**src/rtl/matrix_coef_ctrl_pkg.sv**
```systemverilog
// Shared types and helpers for the colour-matrix coefficient controller:
// coefficient geometry, FSM encoding, bit-slice lookup and identity bank.
package matrix_coef_ctrl_pkg;

    localparam int NUM_COEF  = 9;
    localparam int COEF_W    = 18;
    localparam int COEF_FRAC = 10;
    localparam int FCNT_W    = 16;
    localparam int BANK_W    = NUM_COEF * COEF_W;

    typedef enum logic [1:0] {
        ST_IDLE    = 2'd0,
        ST_PENDING = 2'd1,
        ST_SWAP    = 2'd2
    } state_e;

    // Index 0 sits in the MSBs of the packed bank.
    function automatic int coef_lsb(input logic [3:0] idx);
        return COEF_W * (NUM_COEF - 1 - int'(idx));
    endfunction

    function automatic logic [BANK_W-1:0] identity_bank();
        logic [BANK_W-1:0] bank;
        bank = '0;
        for (int k = 0; k < NUM_COEF; k++) begin
            if ((k % 4) == 0) begin
                bank[COEF_W*(NUM_COEF-1-k) +: COEF_W] = COEF_W'(1 << COEF_FRAC);
            end else begin
                bank[COEF_W*(NUM_COEF-1-k) +: COEF_W] = '0;
            end
        end
        return bank;
    endfunction

endpackage

```
**src/rtl/matrix_coef_ctrl_coef_bank.sv**
```systemverilog
// Nine-entry coefficient bank with indexed write, bulk load and packed output.
// Used twice by matrix_coef_ctrl: once as shadow bank, once as active bank.
module matrix_coef_ctrl_coef_bank
    import matrix_coef_ctrl_pkg::*;
(
    input  logic              clk,
    input  logic              rst_n,
    input  logic              wr_en_i,
    input  logic [3:0]        wr_idx_i,
    input  logic [COEF_W-1:0] wr_data_i,
    input  logic              load_en_i,
    input  logic [BANK_W-1:0] load_data_i,
    output logic [BANK_W-1:0] bank_o
);

    logic [BANK_W-1:0] bank_q;
    logic [BANK_W-1:0] bank_d;

    // Bulk load takes priority over an indexed write.
    always_comb begin
        bank_d = bank_q;
        if (load_en_i) begin
            bank_d = load_data_i;
        end else if (wr_en_i && (wr_idx_i <= 4'd8)) begin
            bank_d[coef_lsb(wr_idx_i) +: COEF_W] = wr_data_i;
        end else begin
            bank_d = bank_q;
        end
    end

    // Bank storage, identity after reset.
    always_ff @(posedge clk or negedge rst_n) begin
        if (!rst_n) begin
            bank_q <= identity_bank();
        end else begin
            bank_q <= bank_d;
        end
    end

    assign bank_o = bank_q;

endmodule

```
**src/rtl/matrix_coef_ctrl.sv**
```systemverilog
// Colour-matrix coefficient controller: shadow/active banks, frame pixel count,
// frame-aligned bank swap. Optional readback port enabled by COEF_READBACK_EN.
module matrix_coef_ctrl
    import matrix_coef_ctrl_pkg::*;
#(
    parameter int FRAME_SIZE = 1920 * 1080
) (
    input  logic              clk,
    input  logic              reset,
    input  logic              cfg_wr,
    input  logic [3:0]        cfg_addr,
    input  logic [COEF_W-1:0] cfg_data,
    input  logic              cfg_commit,
    output logic              cfg_ready_o,
    output logic              cfg_err_o,
    input  logic              pix_valid_i,
    output logic              pix_ready_o,
    output logic              mult_valid_o,
    output logic [BANK_W-1:0] coef_o,
    output logic              commit_pending_o,
    output logic              frame_done_o,
    output logic [FCNT_W-1:0] frame_cnt_o,
    output logic [COEF_W-1:0] cfg_rdata_o
);

    localparam int CNT_W = (FRAME_SIZE > 1) ? $clog2(FRAME_SIZE) : 1;
    localparam logic [CNT_W-1:0]  LAST_PIX = CNT_W'(FRAME_SIZE - 1);
    localparam logic [CNT_W-1:0]  CNT_ONE  = CNT_W'(1);
    localparam logic [FCNT_W-1:0] FCNT_ONE = FCNT_W'(1);

    state_e            state_q, state_d;
    logic [CNT_W-1:0]  pix_cnt_q, pix_cnt_d;
    logic [FCNT_W-1:0] frame_cnt_q, frame_cnt_d;
    logic              frame_done_q, frame_done_d;
    logic              cfg_err_q, cfg_err_d;
    logic              shadow_wr_s, swap_s, pix_ready_s, accept_s;
    logic [BANK_W-1:0] shadow_bank_s, active_bank_s;

    // Sequencing: writes/commits only in IDLE; swap waits for pix_cnt==0.
    always_comb begin
        state_d     = state_q;
        cfg_err_d   = 1'b0;
        shadow_wr_s = 1'b0;
        swap_s      = 1'b0;
        pix_ready_s = 1'b1;
        case (state_q)
            ST_IDLE: begin
                shadow_wr_s = cfg_wr && (cfg_addr <= 4'd8);
                cfg_err_d   = cfg_wr && (cfg_addr > 4'd8);
                if (cfg_commit) begin
                    state_d = ST_PENDING;
                end else begin
                    state_d = ST_IDLE;
                end
            end
            ST_PENDING: begin
                cfg_err_d = cfg_wr || cfg_commit;
                if (pix_cnt_q == '0) begin
                    pix_ready_s = 1'b0;
                    state_d     = ST_SWAP;
                end else begin
                    state_d = ST_PENDING;
                end
            end
            ST_SWAP: begin
                cfg_err_d   = cfg_wr || cfg_commit;
                pix_ready_s = 1'b0;
                swap_s      = 1'b1;
                state_d     = ST_IDLE;
            end
            default: begin
                state_d = ST_IDLE;
            end
        endcase
    end

    assign accept_s = pix_valid_i && pix_ready_s;

    // Pixel and frame counting.
    always_comb begin
        pix_cnt_d    = pix_cnt_q;
        frame_cnt_d  = frame_cnt_q;
        frame_done_d = 1'b0;
        if (accept_s && (pix_cnt_q == LAST_PIX)) begin
            pix_cnt_d    = '0;
            frame_cnt_d  = frame_cnt_q + FCNT_ONE;
            frame_done_d = 1'b1;
        end else if (accept_s) begin
            pix_cnt_d = pix_cnt_q + CNT_ONE;
        end else begin
            pix_cnt_d = pix_cnt_q;
        end
    end

    // Control and status registers.
    always_ff @(posedge clk or negedge reset) begin
        if (!reset) begin
            state_q      <= ST_IDLE;
            pix_cnt_q    <= '0;
            frame_cnt_q  <= '0;
            frame_done_q <= 1'b0;
            cfg_err_q    <= 1'b0;
        end else begin
            state_q      <= state_d;
            pix_cnt_q    <= pix_cnt_d;
            frame_cnt_q  <= frame_cnt_d;
            frame_done_q <= frame_done_d;
            cfg_err_q    <= cfg_err_d;
        end
    end

    matrix_coef_ctrl_coef_bank u_shadow (
        .clk        (clk),
        .rst_n      (reset),
        .wr_en_i    (shadow_wr_s),
        .wr_idx_i   (cfg_addr),
        .wr_data_i  (cfg_data),
        .load_en_i  (1'b0),
        .load_data_i(active_bank_s),
        .bank_o     (shadow_bank_s)
    );

    matrix_coef_ctrl_coef_bank u_active (
        .clk        (clk),
        .rst_n      (reset),
        .wr_en_i    (1'b0),
        .wr_idx_i   (cfg_addr),
        .wr_data_i  (cfg_data),
        .load_en_i  (swap_s),
        .load_data_i(shadow_bank_s),
        .bank_o     (active_bank_s)
    );

`ifdef COEF_READBACK_EN
    logic [COEF_W-1:0] rdata_q, rdata_d;

    // Readback of the active bank; out-of-range addresses read as zero.
    always_comb begin
        if (cfg_addr <= 4'd8) begin
            rdata_d = active_bank_s[coef_lsb(cfg_addr) +: COEF_W];
        end else begin
            rdata_d = '0;
        end
    end

    // Readback data register.
    always_ff @(posedge clk or negedge reset) begin
        if (!reset) begin
            rdata_q <= '0;
        end else begin
            rdata_q <= rdata_d;
        end
    end

    assign cfg_rdata_o = rdata_q;
`else
    assign cfg_rdata_o = '0;
`endif

    assign cfg_ready_o      = (state_q == ST_IDLE);
    assign commit_pending_o = (state_q != ST_IDLE);
    assign pix_ready_o      = pix_ready_s;
    assign mult_valid_o     = accept_s;
    assign coef_o           = active_bank_s;
    assign frame_done_o     = frame_done_q;
    assign frame_cnt_o      = frame_cnt_q;
    assign cfg_err_o        = cfg_err_q;

endmodule

```
**config.mk**
```make
export PLATFORM = sky130hd
export DESIGN_NAME = matrix_coef_ctrl
export DESIGN_NICKNAME = d
export VERILOG_FILES = /design/src/rtl/matrix_coef_ctrl_pkg.sv /design/src/rtl/matrix_coef_ctrl_coef_bank.sv /design/src/rtl/matrix_coef_ctrl.sv
export SDC_FILE = /design/constraint.sdc
export NUM_CORES = 1
export LEC_CHECK = 0
export CAP_MARGIN = 30
export CORE_ASPECT_RATIO = 2
export CORE_UTILIZATION = 45
export DETAILED_ROUTE_END_ITERATION = 6
export GPL_TIMING_DRIVEN = 0
export PLACE_DENSITY = 0.67
export SYNTH_ARGS = -nofsm -noshare
export SYNTH_HDL_FRONTEND = slang
export SYNTH_SLANG_ARGS = --single-unit
```
**constraint.sdc**
```tcl
create_clock -name clk -period 8.3 [get_ports clk]
set_input_delay 1.245 -clock clk [delete_from_list [all_inputs] [get_ports clk]]
set_output_delay 1.245 -clock clk [all_outputs]
set_load 0.02 [all_outputs]
```
==> out/qor.txt, run 1 <==
CTS Sinks = 365
Fmax = 124 MHz
Layout cells sized above 1 = 22.3%
Startpoint types = input port
Clock latency on the worst-skew pair = 0.53 ns
Ys Warns = 0
Register area share after synthesis = 49.7%
Worst-path fanout max = 10
CP dominant cell by count = clkbuf_2
Top cell family by delay on the critical path = compound AO/OA/AOI/OAI gates
Post-route DRC = 0
Avg Inst Size Synth = 11.1 um^2
Largest net degree at the start of global routing = 120
Detailed Route WL = 70200 um
M1 wire length = 22300 um
Met3 routed WL = 3370 um
Hold-fix buffers, CTS = 0
Ant diodes = 0
Clock Path Buffers = 3
Final Hold Viols = 0
Fin. max-slew vios = 0
Final setup fails = 0
Number of synthesized flops with an enable pin = 0
Overflow left after global routing = 0
Die height = 288 um
Port bufs = 209
Worst Setup End Kind = flip-flop
Non-Filler Instances = 2482
Final Wtd Congestion = 1.02
H-tree depth = 2
P per Cell Area = 182 nW/um^2
Commonest non-fill, non-tap cell in the layout = dfrtp_1
Vias in the first global route = 15600
Post-DP HPWL = 55300 um
Synth unique cells = 84
Total Routing Usage GR = 34.0%
Hold Worst Slack = 0.476 ns
Synth Flop Type = dfrtp_1
CTS tree = yes
RSZ-0062 raised after global routing = no
Rel. slew slack = 33.5%
Post-detailed-route wirelength per cell = 28.3 um
Clk slew on worst S/H paths = 0.07 ns
Initial antenna violation count = 0
# nets final = 1979
Vias per cell = 5.98
Die W = 145 um
Worst EP required = 8.71 ns
Worst-margin pin slew = 0.988 ns
Pre-CTS setup slack = -2.95 ns
Most frequent cells in the layout = dfrtp_1, mux2_2, clkdlybuf4s50_1, nand2_1, o21ai_0
Hold Crit Class = reg2reg
Routed Antenna Nets = 0
Post-layout util = 56.3%
Met2 routed wirelength = 37500 um
Post-synthesis register bit count = 365
1st-iter DRT viols = 959
Worst EP arrival = 8.44 ns
Clock root buffer master = clkbuf_16
Post-Syn Area = 18400 um^2
First-pass GRT wire length = 103000 um
Max-cap violation count = 0
# rows = 104
Tcrit/Tclk final = 96.8%
First drt pass iteration count = 5
CP peak stage delay = 0.55 ns
Fill count = 3473
Critical path class = in2reg
Setup ws final = 0.264 ns
Async SR Flop Fraction = 100%
Leakage = 10.1 nW
CTS buffer count = 34
Outcome = completed
Synthesis-to-layout area growth = 23.4%
Die footprint = 41800 um^2
CP bufs+invs = 9
CP max-delay cell = or4_1
Fin Clk Skew = 0.0142 ns
# IOs = 229
Peak supply drop = 0.146 mV
Mapped Cells = 1654
Top sig layer = met4
Core ar. = 40300 um^2
Vias = 14800
Inst Count DP = 2423
Final Critical Period = 8.04 ns
Starting Density = 45.6%
cells in the mapped netlist (4+ instances only):
master / n / area [um^2]
a31oi_1: 8 / 50.1
a22oi_1: 6 / 45.0
mux2_1: 14 / 158
o221ai_1: 4 / 35.0
clkbuf_1: 80 / 300
nand2b_1: 23 / 144
o21ai_0: 116 / 581
xnor2_1: 26 / 228
nand4_1: 23 / 144
inv_1: 26 / 97.6
nor3_1: 25 / 125
or2_2: 9 / 56.3
o31a_1: 6 / 52.6
and2_1: 9 / 56.3
dfstp_2: 6 / 158
o21a_1: 5 / 37.5
mux2_2: 264 / 2970
o31ai_1: 15 / 113
or4_1: 12 / 90.1
dfrtp_1: 359 / 8980
and3_1: 15 / 93.8
buf_1: 11 / 41.3
buf_6: 5 / 56.3
nor3b_1: 4 / 30.0
or3_1: 16 / 100
o22ai_1: 51 / 319
buf_4: 18 / 135
a21oi_1: 47 / 235
nand2_1: 125 / 469
o41ai_1: 6 / 52.6
nor2_1: 92 / 345
nor4_1: 10 / 62.6
o21ai_1: 8 / 40.0
ha_1: 24 / 300
mux4_2: 12 / 270
a32o_1: 4 / 40.0
nand3_1: 52 / 260
xor2_1: 16 / 140
mux2i_1: 17 / 170
a32oi_1: 4 / 35.0
a21o_1: 8 / 60.1
and4_1: 4 / 35.0
logic make-up after synthesis:
kind of cell               after synthesis  synth area share, %
xor gates and xnor gates                42                 2.00
and+or+nand+nor                        438                 11.9
muxes                                  307                 19.4
AOI/OAI and AO/OA                      332                 11.8
adders and majority gates               25                 1.74
other                                    1               0.0204
buffers and inverters                  144                 3.53
DFF                                    365                 49.7
stage by stage:
step | total power [W] | setup TNS (ns) | area, um^2
global placement | 0.00245 | -3639.67 | 21200
floorplan | 0.00217 | 0 | 18500
global route | 0.00425 | 0 | 22700
CTS | 0.00413 | 0 | 22700
finish | 0.00413 | 0 | 22700
detailed placement | 0.00246 | -371.93 | 21400
power breakdown:
part           switching (W)  leakage [nW]  internal [W]
sequential         0.0000121          5.03       0.00179
combinational       0.000492          4.51      0.000166
clock               0.000696         0.579      0.000969
total                0.00120          10.1       0.00293
path summary, 6_finish.rpt:
kind,start,end,slack (ns),cells past startpoint
setup / recovery,cfg_addr[2],u_shadow.bank_o[104],0.26,26
max in group asynchronous,reset,u_shadow.bank_o[128],6.20,3
hold reg to reg,frame_cnt_o[15],frame_cnt_o[15],0.48,1
min in group asynchronous,reset,pix_cnt_q[6],0.66,1
setup reg to reg,state_q[0],u_shadow.bank_o[76],4.02,11
hold / removal,frame_cnt_o[15],frame_cnt_o[15],0.48,1
sequential cells by signal, indices dropped and copies added, names as in the netlist:
name and flops:
u_shadow.bank_o 162, pix_cnt_q 21, cfg_err_o 1, frame_cnt_o 16, u_active.bank_o 162, state_q 2, frame_done_o 1
layer usage:
layer	vias to the layer above	global-route usage, %
met3	248	4.48
met4	0	29.8
met5	-	0
li1	6547	-
met1	7412	32.5
met2	627	63.5
final cells by class:
cell class | count | area [um^2] | share of cell area [%]
plain buffers | 111 | 548 | 2.41
clock buffers | 46 | 987 | 4.35
clock inverters | 15 | 200 | 0.882
inverters | 27 | 105 | 0.463
multi-input cells | 1162 | 8760 | 38.6
flip-flops and latches | 365 | 9140 | 40.3
well taps | 530 | 663 | 2.92
repair buffers | 226 | 2300 | 10.1
what timing repair did:
item                       in CTS  in global routing
setup buffers                   2                  1
setup endpoints to repair     162                139
resized for setup              27                 11
gates cloned                    0                  0
Power figures use the tool's default switching activity.
==> run 2: changes to the inputs <==
CORE_UTILIZATION = 55   (was 45)
PLACE_DENSITY = 0.79   (was 0.67)
==> run 2 against run 1 <==
Fmax increased by 0.80%. Via count up 3.0%. Register-to-register slack lost 0.17 ns. Die area decreased by 18%. Critical path type unchanged. Critical endpoint is now u_shadow.bank_o[125].
==> out/qor.txt, run 2 (synthesis results as in run 1) <==
Overflow left after global routing = 0
Most frequent cells in the layout = dfrtp_1, mux2_2, clkdlybuf4s50_1, nand2_1, o21ai_0
Die W = 131 um
1st-iter DRT viols = 1138
Inst Count DP = 2317
Vias = 15300
Placed cell areas = 21200 um^2
Switching Fraction = 29.5%
Flop pwr share = 45.8%
Port bufs = 209
Layout cells sized above 1 = 21.5%
Critical path class = in2reg
Initial antenna violation count = 2
Fill count = 2400
Synthesis-to-layout area growth = 21.2%
Worst Setup End Kind = flip-flop
Reg2reg end = u_shadow.bank_o[77]
Max-cap violation count = 0
CTS Sinks = 365
Multi-input gate area = 8730 um^2
Clock latency on the worst-skew pair = 0.60 ns
CP max-delay cell = clkdlybuf4s50_1
Outcome = completed
Crit path to = u_shadow.bank_o[125]
Worst EP arrival = 8.40 ns
P per Cell Area = 176 nW/um^2
Worst-margin pin slew = 1.04 ns
CTS buffer count = 30
Hold Crit Class = reg2reg
Ant diodes = 0
Detailed Route WL = 69100 um
Post-detailed-route wirelength per cell = 29.2 um
Starting Density = 55.9%
Non-Filler Instances = 2370
Peak supply drop = 0.200 mV
Leakage = 9.98 nW
Commonest non-fill, non-tap cell in the layout = dfrtp_1
H-tree depth = 1
Hold Worst Slack = 0.486 ns
Largest net degree at the start of global routing = 132
R2r setup slk = 3.85 ns
Routed Antenna Nets = 0
Final Wtd Congestion = 1.04
Final Critical Period = 7.97 ns
Clock root buffer master = clkbuf_16
Finished Cell Area = 22300 um^2
FF-to-FF Start = state_q[0]
Startpoint types = input port
Clk slew on worst S/H paths = 0.07 ns
# rows = 94
Psw = 0.00116 W
Die height = 261 um
Tcrit/Tclk final = 96.0%
Cell-internal power = 0.00278 W
Fmax = 125 MHz
Fin Clk Skew = 0.0292 ns
Final setup fails = 0
RSZ-0062 raised after global routing = no
Clock power frac = 38.0%
Total Routing Usage GR = 40.7%
Rel. slew slack = 30.0%
First drt pass iteration count = 7
Vias per cell = 6.45
CP dominant cell by count = ha_1
Fin. max-slew vios = 0
Setup TNS = 0 ns
Worst-path fanout max = 11
First-pass GRT wire length = 101000 um
CP peak stage delay = 0.59 ns
Vias in the first global route = 16100
Post-route DRC = 0
Worst EP required = 8.73 ns
FF-to-FF path depth = 11
Crit path launch = cfg_addr[0]
Combinational share of power = 16.2%
Post-DP HPWL = 52500 um
CTS tree = yes
Core ar. = 32900 um^2
# nets final = 1967
Die footprint = 34200 um^2
Area occupied by registers = 9140 um^2
Final Hold Viols = 0
# IOs = 229
Clock Path Buffers = 3
run 2: routing by layer:
| metal | global-route usage [%] | share of wire [%] |
|---|---|---|
| met5 | 0 | 0.039 |
| met4 | 33.2 | 9.2 |
| met3 | 6.18 | 5.2 |
| met2 | 74.9 | 53 |
| met1 | 40.5 | 32 |
run 2: per-stage QoR:
step           utilization [%]  power (W)  setup WS, ns
6_report                  67.7    0.00394         0.328
5_1_grt                   67.7    0.00404        0.0686
4_1_cts                   67.5    0.00391       0.00556
3_5_place_dp              64.3    0.00244         -2.37
3_3_place_gp              64.1    0.00243         -8.64
2_1_floorplan                -    0.00217         0.120
run 2: worst min path at each step:
stage | from | endpoint | slack, ns | depth (start not counted)
after floorplan | u_shadow.bank_o[0] | u_shadow.bank_o[0] | 0.44 | 2
after global placement | u_shadow.bank_o[0] | u_shadow.bank_o[0] | 0.46 | 2
after detailed placement | frame_cnt_o[15] | frame_cnt_o[15] | 0.47 | 1
after CTS | frame_cnt_o[15] | frame_cnt_o[15] | 0.49 | 1
after global routing | frame_cnt_o[7] | frame_cnt_o[7] | 0.51 | 1
final | frame_cnt_o[15] | frame_cnt_o[15] | 0.49 | 1
run 2: area by class of cell:
class / count / area share, %
Buffer: 111 / 2.45
Clock buffer: 46 / 4.13
Clock inverter: 9 / 0.544
Inverter: 27 / 0.471
Multi-Input combinational cell: 1162 / 39.1
Sequential cell: 365 / 41.0
Tap cell: 432 / 2.42
Timing Repair Buffer: 218 / 9.90
run 2: power groups by stage:
stage / Clock, W / Combinational [W] / Sequential [W]
after detailed placement: 0 / 0.000602 / 0.00183
after global routing: 0.00157 / 0.000665 / 0.00180
after floorplan: 0 / 0.000334 / 0.00183
final: 0.00150 / 0.000638 / 0.00180
after global placement: 0 / 0.000592 / 0.00184
after CTS: 0.00150 / 0.000607 / 0.00180
run 2: worst max-delay path, delay by kind of cell:
kind | cells | cell delay, ns
AND/OR/NAND/NOR | 7 | 2.17
buffers and inverters | 7 | 1.80
adder cells (fa/ha/maj) | 4 | 1.27
AO/OA/AOI/OAI | 7 | 1.88
run 2: repair_timing:
item	in CTS	in global routing
setup endpoints to repair	152	118
hold buffers	0	0
resized for setup	11	19
cloned	0	0
hold endpoints to repair	0	0
buffers inserted	0	4
